### src/rtl/gol_vga_renderer.sv
// 640x480@60 VGA raster for a 16x16 Game of Life board with an editing-cursor outline.
// The board is snapshotted on the last pixel of each frame so a generation update never tears the image.
module gol_vga_renderer #(
   parameter int          CLK_DIV    = 4,
   parameter int          CELL_SHIFT = 4,
   parameter logic [11:0] ALIVE_RGB  = 12'hFFF,
   parameter logic [11:0] DEAD_RGB   = 12'h000,
   parameter logic [11:0] BG_RGB     = 12'h222,
   parameter logic [11:0] CURSOR_RGB = 12'hF00
) (
   input  logic         clk,
   input  logic         reset,
   input  logic [255:0] board_i,
   input  logic [3:0]   cursor_row,
   input  logic [3:0]   cursor_col,
   input  logic         cursor_en,
   output logic         hsync,
   output logic         vsync,
   output logic [11:0]  rgb,
   output logic         frame_start
);

   localparam int              DIV_W    = (CLK_DIV > 1) ? $clog2(CLK_DIV) : 1;
   localparam logic [DIV_W-1:0] DIV_LAST = DIV_W'(CLK_DIV - 1);

   localparam logic [9:0] H_LAST = 10'd799;
   localparam logic [9:0] V_LAST = 10'd524;
   localparam logic [9:0] H_VIS  = 10'd640;
   localparam logic [9:0] V_VIS  = 10'd480;
   localparam logic [9:0] HS_BEG = 10'd656;
   localparam logic [9:0] HS_END = 10'd752;
   localparam logic [9:0] VS_BEG = 10'd490;
   localparam logic [9:0] VS_END = 10'd492;

   localparam int         SIDE = 16 << CELL_SHIFT;
   localparam int         LW   = CELL_SHIFT + 4;
   localparam logic [9:0] X0   = 10'(320 - SIDE / 2);
   localparam logic [9:0] X1   = 10'(320 + SIDE / 2);
   localparam logic [9:0] Y0   = 10'(240 - SIDE / 2);
   localparam logic [9:0] Y1   = 10'(240 + SIDE / 2);

   logic [DIV_W-1:0] div_q, div_d;
   logic [9:0]       h_q, h_d;
   logic [9:0]       v_q, v_d;
   logic [255:0]     snap_q, snap_d;
   logic             hsync_q, hsync_d;
   logic             vsync_q, vsync_d;
   logic [11:0]      rgb_q, rgb_d;
   logic             frame_start_q, frame_start_d;

   logic                  tick;
   logic                  visible;
   logic                  in_board;
   logic [LW-1:0]         dx, dy;
   logic [3:0]            col, row;
   logic [CELL_SHIFT-1:0] off_x, off_y;
   logic                  on_ring;
   logic                  cursor_hit;
   logic [11:0]           pix_rgb;

   assign tick = (div_q == DIV_LAST);

   // Cell coordinates only matter inside the board, so the offset is kept just wide enough for 16 cells.
   assign dx         = LW'(h_q - X0);
   assign dy         = LW'(v_q - Y0);
   assign col        = dx[LW-1:CELL_SHIFT];
   assign row        = dy[LW-1:CELL_SHIFT];
   assign off_x      = dx[CELL_SHIFT-1:0];
   assign off_y      = dy[CELL_SHIFT-1:0];
   assign visible    = (h_q < H_VIS) && (v_q < V_VIS);
   assign in_board   = (h_q >= X0) && (h_q < X1) && (v_q >= Y0) && (v_q < Y1);
   assign on_ring    = (off_x == '0) || (off_x == '1) || (off_y == '0) || (off_y == '1);
   assign cursor_hit = cursor_en && (row == cursor_row) && (col == cursor_col) && on_ring;

   // NOTE: every signal written in an always_comb gets a default first, so no path can infer a latch.
   always_comb begin
      div_d  = tick ? '0 : div_q + DIV_W'(1);
      h_d    = h_q;
      v_d    = v_q;
      snap_d = snap_q;
      if (tick) begin
         if (h_q == H_LAST) begin
            h_d = '0;
            v_d = (v_q == V_LAST) ? '0 : v_q + 10'd1;
            if (v_q == V_LAST) begin
               snap_d = board_i;
            end
         end else begin
            h_d = h_q + 10'd1;
         end
      end
   end

   always_comb begin
      pix_rgb = 12'h000;
      if (visible) begin
         if (!in_board) begin
            pix_rgb = BG_RGB;
         end else if (cursor_hit) begin
            pix_rgb = CURSOR_RGB;
         end else if (snap_q[{row, col}]) begin
            pix_rgb = ALIVE_RGB;
         end else begin
            pix_rgb = DEAD_RGB;
         end
      end
   end

   // Outputs describe the pixel at the pre-increment counters and hold between ticks.
   always_comb begin
      hsync_d       = hsync_q;
      vsync_d       = vsync_q;
      rgb_d         = rgb_q;
      frame_start_d = 1'b0;
      if (tick) begin
         hsync_d       = !((h_q >= HS_BEG) && (h_q < HS_END));
         vsync_d       = !((v_q >= VS_BEG) && (v_q < VS_END));
         rgb_d         = pix_rgb;
         frame_start_d = (h_q == '0) && (v_q == '0);
      end
   end

   // NOTE: state registers use non-blocking assignments so every flop samples pre-edge values.
   always_ff @(posedge clk or posedge reset) begin
      if (reset) begin
         div_q         <= '0;
         h_q           <= '0;
         v_q           <= '0;
         // NOTE: the snapshot is a plain register that must read all-dead after reset, so it is reset like any other flop.
         snap_q        <= '0;
         hsync_q       <= 1'b1;
         vsync_q       <= 1'b1;
         rgb_q         <= '0;
         frame_start_q <= 1'b0;
      end else begin
         div_q         <= div_d;
         h_q           <= h_d;
         v_q           <= v_d;
         snap_q        <= snap_d;
         hsync_q       <= hsync_d;
         vsync_q       <= vsync_d;
         rgb_q         <= rgb_d;
         frame_start_q <= frame_start_d;
      end
   end

   assign hsync       = hsync_q;
   assign vsync       = vsync_q;
   assign rgb         = rgb_q;
   assign frame_start = frame_start_q;

endmodule

### config.mk
export PLATFORM = sky130hd
export DESIGN_NAME = gol_vga_renderer
export DESIGN_NICKNAME = d
export VERILOG_FILES = /design/src/rtl/gol_vga_renderer.sv
export SDC_FILE = /design/constraint.sdc
export NUM_CORES = 1
export LEC_CHECK = 0
export BUFFER_PORTS_ARGS = -buffer_cell sky130_fd_sc_hd__buf_2
export CAP_MARGIN = 20
export CORE_MARGIN = 1.5
export CORE_UTILIZATION = 59
export CTS_CLUSTER_DIAMETER = 30
export DETAILED_ROUTE_END_ITERATION = 6
export PLACE_DENSITY = 0.85
export SYNTH_ARGS = -nofsm -noshare
export SYNTH_HDL_FRONTEND = slang
export SYNTH_SLANG_ARGS = --single-unit
### constraint.sdc
create_clock -name clk -period 27.6 [get_ports clk]
set_input_delay 5.52 -clock clk [delete_from_list [all_inputs] [get_ports clk]]
set_output_delay 5.52 -clock clk [all_outputs]
set_load 0.05 [all_outputs]
# Yosys cells after proc, flatten, opt, wreduce, memory -nomap -nowiden
# Cells that the tools add are included.
# totals
regBits,293
inputBits,267
out_inout_bits,15
elab_cells,62
# op_classes
add_sub_neg,5
n_lt_le_gt_ge,11
eq_ne,7
muxes,10
n_reduce_logical,21
# ops
operator,count
12-bit two-way mux,4
"10-bit by 9-bit less-than comparator with 1-bit output, second input constant",4
"10-bit by 1-bit adder with 10-bit output, second input constant",2
"10-bit equality test, second input constant",2
10-bit logical NOT,2
"10-bit less-than comparator, second input constant",2
10-bit two-way mux,2
"10-bit >= comparator, second input constant",1
"10-bit by 7-bit >= comparator with 1-bit output, second input constant",1
"10-bit by 8-bit >= comparator with 1-bit output, second input constant",1
"10-bit by 9-bit >= comparator with 1-bit output, second input constant",1
1-bit logical AND,10
"8-bit by 9-bit less-than comparator with 1-bit output, second input constant",1
1-bit binary-select mux with 8-bit select,1
4-bit equality test,2
"4-bit equality test, second input constant",2
4-bit logical NOT,2
"8-bit by 7-bit subtractor with 8-bit output, second input constant",1
"8-bit subtractor, second input constant",1
1-bit logical OR,3
3-bit AND reduction,1
"2-bit by 1-bit adder with 2-bit output, second input constant",1
"2-bit equality test, second input constant",1
1-bit logical NOT,2
other kinds (3),4

# Longest topological paths before layout
# Gate-level depths: netlist of the first run.
# logic_depth
word_depth,9
depth_mapped,12
depth_no_buf,9

# Least setup slack after synthesis of the first run
# Ideal clock, no wire load.
# synth_path
path_type,input-to-reg
from,input port cursor_row[1]
to,"register rgb_q[5], in the netlist rgb[5]"
arrival_time_ns,6.921
required_ns,27.457
path_slack_ns,20.536
cell_stages,5
path_cell_list,xor2_1 -> or4_1 -> a2111oi_0 -> nand3b_1 -> o221ai_1
# synth_between
elab_chain_cells,7
# synth_rtl
element,line_no,rtl
from (decl),14,"input logic [3:0] cursor_row,"
4-bit equality test,73,assign cursor_hit = cursor_en && (row == cursor_row) && (col == cursor_col) && on_ring;
1-bit logical AND (3 in a row),73,
12-bit two-way mux,99,end else if (cursor_hit) begin
12-bit two-way mux,97,if (!in_board) begin
12-bit two-way mux,96,if (visible) begin
to (signal assigned),142,rgb_q <= rgb_d;
to (decl),48,"logic [11:0] rgb_q, rgb_d;"
# No other way between the ends.
# A chain may end at the register's enable or synchronous reset.

# Worst setup path after layout of the first run
# layout_path
from,"register hsync_q, in the netlist hsync"
to,output port hsync
# layout_lines
element,line_no,rtl
from (decl),46,"logic hsync_q, hsync_d;"
from (signal assigned),140,hsync_q <= hsync_d;
to (decl),17,"output logic hsync,"
# No word-level cell between the ends.

==> results of run 1 <==
==> through the flow <==
stage | hold WS, ns | instance area, um2
floorplan | 0.403 | 13400
global placement | 0.414 | 14900
detailed placement | 0.417 | 14900
CTS | 0.431 | 16900
global route | 0.444 | 16900
finish | 0.434 | 16900
==> sequential cells by signal, indices dropped and copies added, names as in the netlist <==
name,flops
div_q,2
snap_q,256
vsync,1
v_q,10
hsync,1
frame_start,1
rgb,4
h_q,10
==> cell type report <==
| cell class | instances | area [um2] |
|---|---|---|
| flip-flops and latches | 285 | 7140 |
| multi-input cells | 577 | 5850 |
| fillers | 1402 | 5610 |
| clock buffers | 65 | 1510 |
| repair buffers | 292 | 1490 |
| clock inverters | 38 | 459 |
| well taps | 285 | 357 |
| inverters | 16 | 67.6 |
| diodes | 12 | 30.0 |
==> layer usage <==
layer  part of all wire, %  vias to the layer above  track usage (%)
met3                   7.0                      100             7.72
met5                 0.089                        -                0
li1                      -                     4054                -
met1                    39                     4668             36.1
met4                   4.3                        6             15.0
met2                    50                      358             48.3
==> power by group through the flow <==
| stage | registers (uW) | logic (uW) | clock network [uW] |
|---|---|---|---|
| floorplan | 426 | 6.77 | 0 |
| global placement | 425 | 27.5 | 0 |
| detailed placement | 425 | 28.2 | 0 |
| CTS | 419 | 28.6 | 702 |
| global route | 418 | 31.7 | 724 |
| finish | 419 | 28.1 | 696 |
==> cell usage in the layout (no fill, tap or decap), types with 4 or more instances in the layout <==
| master | synthesis | final |
|---|---|---|
| mux4_2 | 46 | 46 |
| diode_2 | 0 | 12 |
| buf_4 | 12 | 11 |
| ha_1 | 11 | 11 |
| o21ai_0 | 10 | 10 |
| nand4_1 | 11 | 11 |
| mux2_2 | 241 | 241 |
| buf_2 | 39 | 281 |
| dfrtp_1 | 283 | 280 |
| clkbuf_8 | 0 | 5 |
| nand3_1 | 15 | 15 |
| clkinv_4 | 0 | 4 |
| a21oi_1 | 17 | 17 |
| xor2_1 | 11 | 11 |
| xnor2_1 | 13 | 13 |
| nor2_1 | 20 | 20 |
| clkinv_2 | 0 | 15 |
| bufinv_16 | 0 | 9 |
| clkbuf_16 | 0 | 57 |
| nand2b_1 | 8 | 8 |
| nor2b_1 | 8 | 8 |
| mux2i_1 | 47 | 47 |
| nand2_1 | 34 | 34 |
| inv_1 | 15 | 14 |
| and3_1 | 5 | 5 |
| clkinvlp_4 | 0 | 7 |
| a22oi_1 | 15 | 15 |
| nor3_1 | 4 | 4 |
| mux2_1 | 16 | 16 |
==> kinds of logic (layout without fill, tap and decap cells) <==
logic type,after synthesis,count (layout)
AO/OA/AOI/OAI,68,68
XOR/XNOR,24,24
adder cells (fa/ha/maj),11,11
buffers and inverters,87,411
flip-flops,285,285
multiplexers,350,350
other,0,12
AND/OR/NAND/NOR,124,124
==> how the worst max path moves through the flow <==
stage | from | endpoint
after detailed placement | reset | v_q[5]$_DFFE_PP0P_
after global routing | reset | snap_q[125]$_DFFE_PP0P_
after CTS | reset | v_q[8]$_DFFE_PP0P_
after floorplan | reset | div_q[0]$_DFF_PP0_
final | hsync$_DFFE_PP1P_ | hsync
after global placement | reset | v_q[5]$_DFFE_PP0P_
==> flow_summary.yaml, run 1 <==
outcome:
  run_status: "complete, no violations"
sta:
  post-route-min-period_ns: 6.85
  slew_headroom_pct: 32.7
  maximum_clock_frequency_ghz: 0.146
  number_of_failing_hold_endpoints_at_the_final_stage: 0
  timing.setup.tns_ns: 0
  final_critical_path_setup_slack_ns: 20.75
  worst_slew_pin_slew_ns: 1.01
  final_cycle_share_pct: 24.8
  report.final.setup_viol: 0
  maxSlewViolCount: 0
  rsz0062_at_grt: "false"
  finClkSkew_ns: 0.0193
yosys:
  ys.warnings.count: 0
  synth_top_cells_by_count: "dfrtp_1, mux2_2, mux2i_1, mux4_2, buf_2"
  synth_simple_gate_area_share_pct: 4.71
  adder_cell_share_of_the_synthesized_area_pct: 1.03
  compound_gate_portion_of_the_synthesized_area_pct: 3.47
  synth_largest_area_cell: "dfrtp_1"
  post_syn_area_per_cell_um2: 14.1
  post_synth_inst_count: 949
  synth_top_family_by_area: "multiplexers"
  yosys.area_share.xor_xnor_pct: 1.57
  dominantRegCellSynth: "dfrtp_1"
  top_area_cells_in_the_synthesized_netlist: "dfrtp_1, mux2_2, mux4_2, mux2i_1, buf_2"
  async_reset_ff_share_pct: 100
  synth_top_area_share_pct: 52.8
  yosys-mux-area-fraction_pct: 32.8
  yosysMostFrequentCell: "dfrtp_1"
  syn_nets: 1227
  post_synth_instance_area_mm2: 0.0134
  synth_enable_flop_cells: 0
  yosys.cell_types.count: 56
  synth.ff_latch_count: 285
  synth_seq_area_share_pct: 53.1
routing:
  drc_errors: 0
  post_drt_wl_per_cell_um: 21.5
  firstDrtPassIters: 5
  initialDrtViolationCount: 582
  routed-via-count: 9186
  route.final.wire_length_um: 33800
  detail-route-antenna-nets: 0
  post_dr_vias_cell: 5.85
pwr:
  totalPowerFinal_uw: 1140
  leakagePower_uw: 0.00831
  net-switching-power_uw: 237
  seqPwrFrac_pct: 36.7
  power_frac_clock_pct: 60.9
  power_density_mw_per_mm2: 67.6
  swShare_pct: 20.7
  p_int_uw: 906
  vdd.ir_drop.worst_v: 0.0000527
  gate_power_share_pct: 2.5
clock_network:
  worst_skew_pair.late_latency_ns: 0.55
  cts_repair_resize_count: 0
  ctsHtreeMaxLevel: 2
  postCtsHoldBufs: 0
  cts-root-buf: "clkbuf_16"
  tritoncts: "built"
  clock-sinks: 285
  clk_transition_reported_paths_ns: 0.05
  cts_setup_buffers: 0
  cts-buffers-inserted: 56
  max-clock-path-buffers: 3
global_route:
  grt.overflow.total: 0
  grt_start_max_net_pins: 143
  global_route.usage.total_pct: 29.4
  grt_antenna_before_repair: 15
  grt_pass1_vias: 10105
  grt_first_pass_wirelength_um: 53800
placement:
  detailedPlace.worstSlack_ns: 20.20
  placedCellCount: 1455
  placer_congestion_estimate: 0.884
  portBuffers: 281
  place_hpwl_um: 22000
worst_setup_path:
  cpPeakStageDelay_ns: 0.53
  crit_path_launch_type: "register"
  criticalPathCategory: "register to output port"
  critical_path.reg2reg.startpoint: "h_q[4]$_DFFE_PP0P_"
  worst_setup_path_end_kind: "output port"
  setup.reg_to_reg.worst_slack_ns: 22.11
  timing.critical_path.max_delay_family: "flip-flops"
  timing.rr.end: "snap_q[15]$_DFFE_PP0P_"
  r2r_cells: 7
  critical_path_peak_fanout: 2
  critical_path.slowest_cell: "dfstp_2"
  critical_path.cell_chain: "buf_2"
  arrival_ns: 1.33
  cp_num_cells: 1
  crit_required_ns: 22.08
  critical_path_buf_inv_count: 1
finish:
  syn2layout_area_growth_pct: 25.9
  stdcell_count: 1570
  drive_above_1_share_pct: 54.4
  finalNetCount: 1506
  utilization_pct: 75.1
die:
  ios: 282
  initial_core_util_pct: 59.7
  die_y_um: 154
  fp.dieArea_mm2: 0.0237
  placeableCoreArea_mm2: 0.0225
  placement_rows: 55
  die_w_um: 154
run:
  max_cap_viol_count: 0
hold_path:
  holdCritStartpoint: "div_q[0]$_DFF_PP0_"
  hold_removal_path_class: "register to register"
  holdPathStages: 1
  min_delay_worst_endpoint: "div_q[0]$_DFF_PP0_"
(Power assumes the default switching activity.)
==> run 2, diff against run 1 <==
--- a/config.mk
+++ b/config.mk
@@ -8,10 +8,10 @@
 export BUFFER_PORTS_ARGS = -buffer_cell sky130_fd_sc_hd__buf_2
 export CAP_MARGIN = 20
 export CORE_MARGIN = 1.5
-export CORE_UTILIZATION = 59
+export CORE_UTILIZATION = 50
 export CTS_CLUSTER_DIAMETER = 30
 export DETAILED_ROUTE_END_ITERATION = 6
-export PLACE_DENSITY = 0.85
+export PLACE_DENSITY = 0.77
 export SYNTH_ARGS = -nofsm -noshare
 export SYNTH_HDL_FRONTEND = slang
 export SYNTH_SLANG_ARGS = --single-unit
==> constraint.sdc (replaced) <==
create_clock -name clk -period 6 [get_ports clk]
set_input_delay 1.2 -clock clk [delete_from_list [all_inputs] [get_ports clk]]
set_output_delay 1.2 -clock clk [all_outputs]
set_load 0.05 [all_outputs]
==> run 2 against run 1 <==
The flow now finishes with violations (DRC); wire length increased by 1.2%; die area increased by 18%; cell count increased by 3.4%; register-to-register slack got worse by 20 ns; largest power group unchanged; via count decreased by 2.0%.
==> flow_summary.yaml, run 2 (synthesized netlist as in run 1, its figures left out) <==
outcome:
  run_status: "complete, but fails checks"
  failed_checks: "DRC"
worst_setup_path:
  critical_path_peak_fanout: 142
  crit_path_launch_type: "register"
  timing.critical_path.max_delay_family: "simple AND/OR/NAND/NOR gates"
  cpPeakStageDelay_ns: 0.93
  critical_path.cell_chain: "nor2b_1 > nand4_1 > nor2_1 > and2_4 > buf_12 > mux2_2"
  critical_path_buf_inv_count: 1
  worst_setup_path_end_kind: "register"
  criticalPathCategory: "register to register"
  crit_required_ns: 6.44
  critical_path.slowest_cell: "dfrtp_4"
  arrival_ns: 4.55
clock_network:
  cts_repair_resize_count: 0
  cts-root-buf: "clkbuf_16"
  worst_skew_pair.late_latency_ns: 0.58
  clock-sinks: 285
  postCtsHoldBufs: 0
  tritoncts: "built"
  max-clock-path-buffers: 3
  clk_transition_reported_paths_ns: 0.05
  cts-buffers-inserted: 58
  ctsHtreeMaxLevel: 2
  cts_setup_buffers: 0
sta:
  rsz0062_at_grt: "false"
  timing.setup.tns_ns: 0
  maximum_clock_frequency_ghz: 0.243
  post-route-min-period_ns: 4.11
  final_cycle_share_pct: 68.5
  maxSlewViolCount: 0
  finClkSkew_ns: 0.0204
  number_of_failing_hold_endpoints_at_the_final_stage: 0
  slew_headroom_pct: 30.2
  report.final.setup_viol: 0
  worst_slew_pin_slew_ns: 1.04
finish:
  finalNetCount: 1506
  largest_registers: "snap_q: 256 flops, h_q: 10 flops, v_q: 10 flops"
  final_common_cell: "buf_2"
  largest-register: "snap_q"
  finalInstanceArea_mm2: 0.0171
  final_cell_mix: "buf_2, dfrtp_1, mux2_2"
  syn2layout_area_growth_pct: 27.2
  drive_above_1_share_pct: 53.6
  largest_register_ff_count: 256
routing:
  wl_met3_um: 2430
  top_layer: "met5"
  drc_errors: 30
  routed-via-count: 9000
  post_dr_vias_cell: 5.55
  met2RoutedLength_um: 16200
  route.final.wire_length_um: 34200
  met1Wirelength_um: 14500
  firstDrtPassIters: 7
  detail-route-antenna-nets: 0
  initialDrtViolationCount: 647
  post_drt_wl_per_cell_um: 21.0
global_route:
  grt_pass1_vias: 9648
  global_route.usage.total_pct: 25.0
  grt_first_pass_wirelength_um: 53700
  grt.overflow.total: 0
  grt_start_max_net_pins: 157
  grt_antenna_before_repair: 22
placement:
  placer_congestion_estimate: 0.858
  place_hpwl_um: 23200
  detailed_place.area_mm2: 0.0150
  portBuffers: 281
hold_path:
  hold_removal_path_class: "register to register"
die:
  die_y_um: 167
  placement_rows: 59
  placeableCoreArea_mm2: 0.0262
  initial_core_util_pct: 51.2
  fp.dieArea_mm2: 0.0278
  ios: 282
  die_w_um: 167
pwr:
  vdd.ir_drop.worst_v: 0.000219
  power_density_mw_per_mm2: 312
  leakagePower_uw: 0.00831
run:
  max_cap_viol_count: 0
run 2: stage by stage:
step	power [uW]	util [%]	std cells	setup slack [ns]	hold WS, ns
finish	5320	65.1	1623	1.89	0.437
global route	5490	65.1	1620	1.66	0.460
CTS	5370	64.9	1609	1.98	0.438
detailed placement	2090	57.2	1502	2.02	0.431
global placement	2090	57.2	1502	2.09	0.414
floorplan	1990	-	949	1.02	0.403
run 2: report_power, final:
group / internal (uW) / leakage [uW] / switching [uW] / total, uW
logic: 65.4 / 0.00341 / 68.3 / 134
registers: 1930 / 0.00395 / 0 / 1930
clock network: 2200 / 0.000950 / 1060 / 3260
run 2: area by class of cell:
| class | count | area (um2) |
|---|---|---|
| clock buffer | 77 | 1580 |
| multi-input combinational | 577 | 5850 |
| clock inverter | 30 | 442 |
| timing repair buffer | 290 | 1540 |
| fill | 1931 | 9130 |
| inverter | 16 | 63.8 |
| antenna | 13 | 32.5 |
| tap | 335 | 419 |
| sequential | 285 | 7140 |
run 2: worst paths after layout:
kind | slack (ns) | cells after the start | to | startpoint
max | 1.89 | 6 | snap_q[235]$_DFFE_PP0P_ | h_q[4]$_DFFE_PP0P_
min | 0.44 | 1 | div_q[0]$_DFF_PP0_ | div_q[0]$_DFF_PP0_
max reg2reg | 1.89 | 6 | snap_q[235]$_DFFE_PP0P_ | h_q[4]$_DFFE_PP0P_
min reg2reg | 0.44 | 1 | div_q[0]$_DFF_PP0_ | div_q[0]$_DFF_PP0_
max in group asynchronous | 4.43 | 3 | snap_q[233]$_DFFE_PP0P_ | reset
min in group asynchronous | 0.86 | 3 | frame_start$_DFF_PP0_ | reset
run 2: routing by layer:
layer,GRT usage (%),vias up
met5,0,-
li1,-,4058
met2,39.2,309
met3,7.63,80
met4,9.29,12
met1,32.9,4541
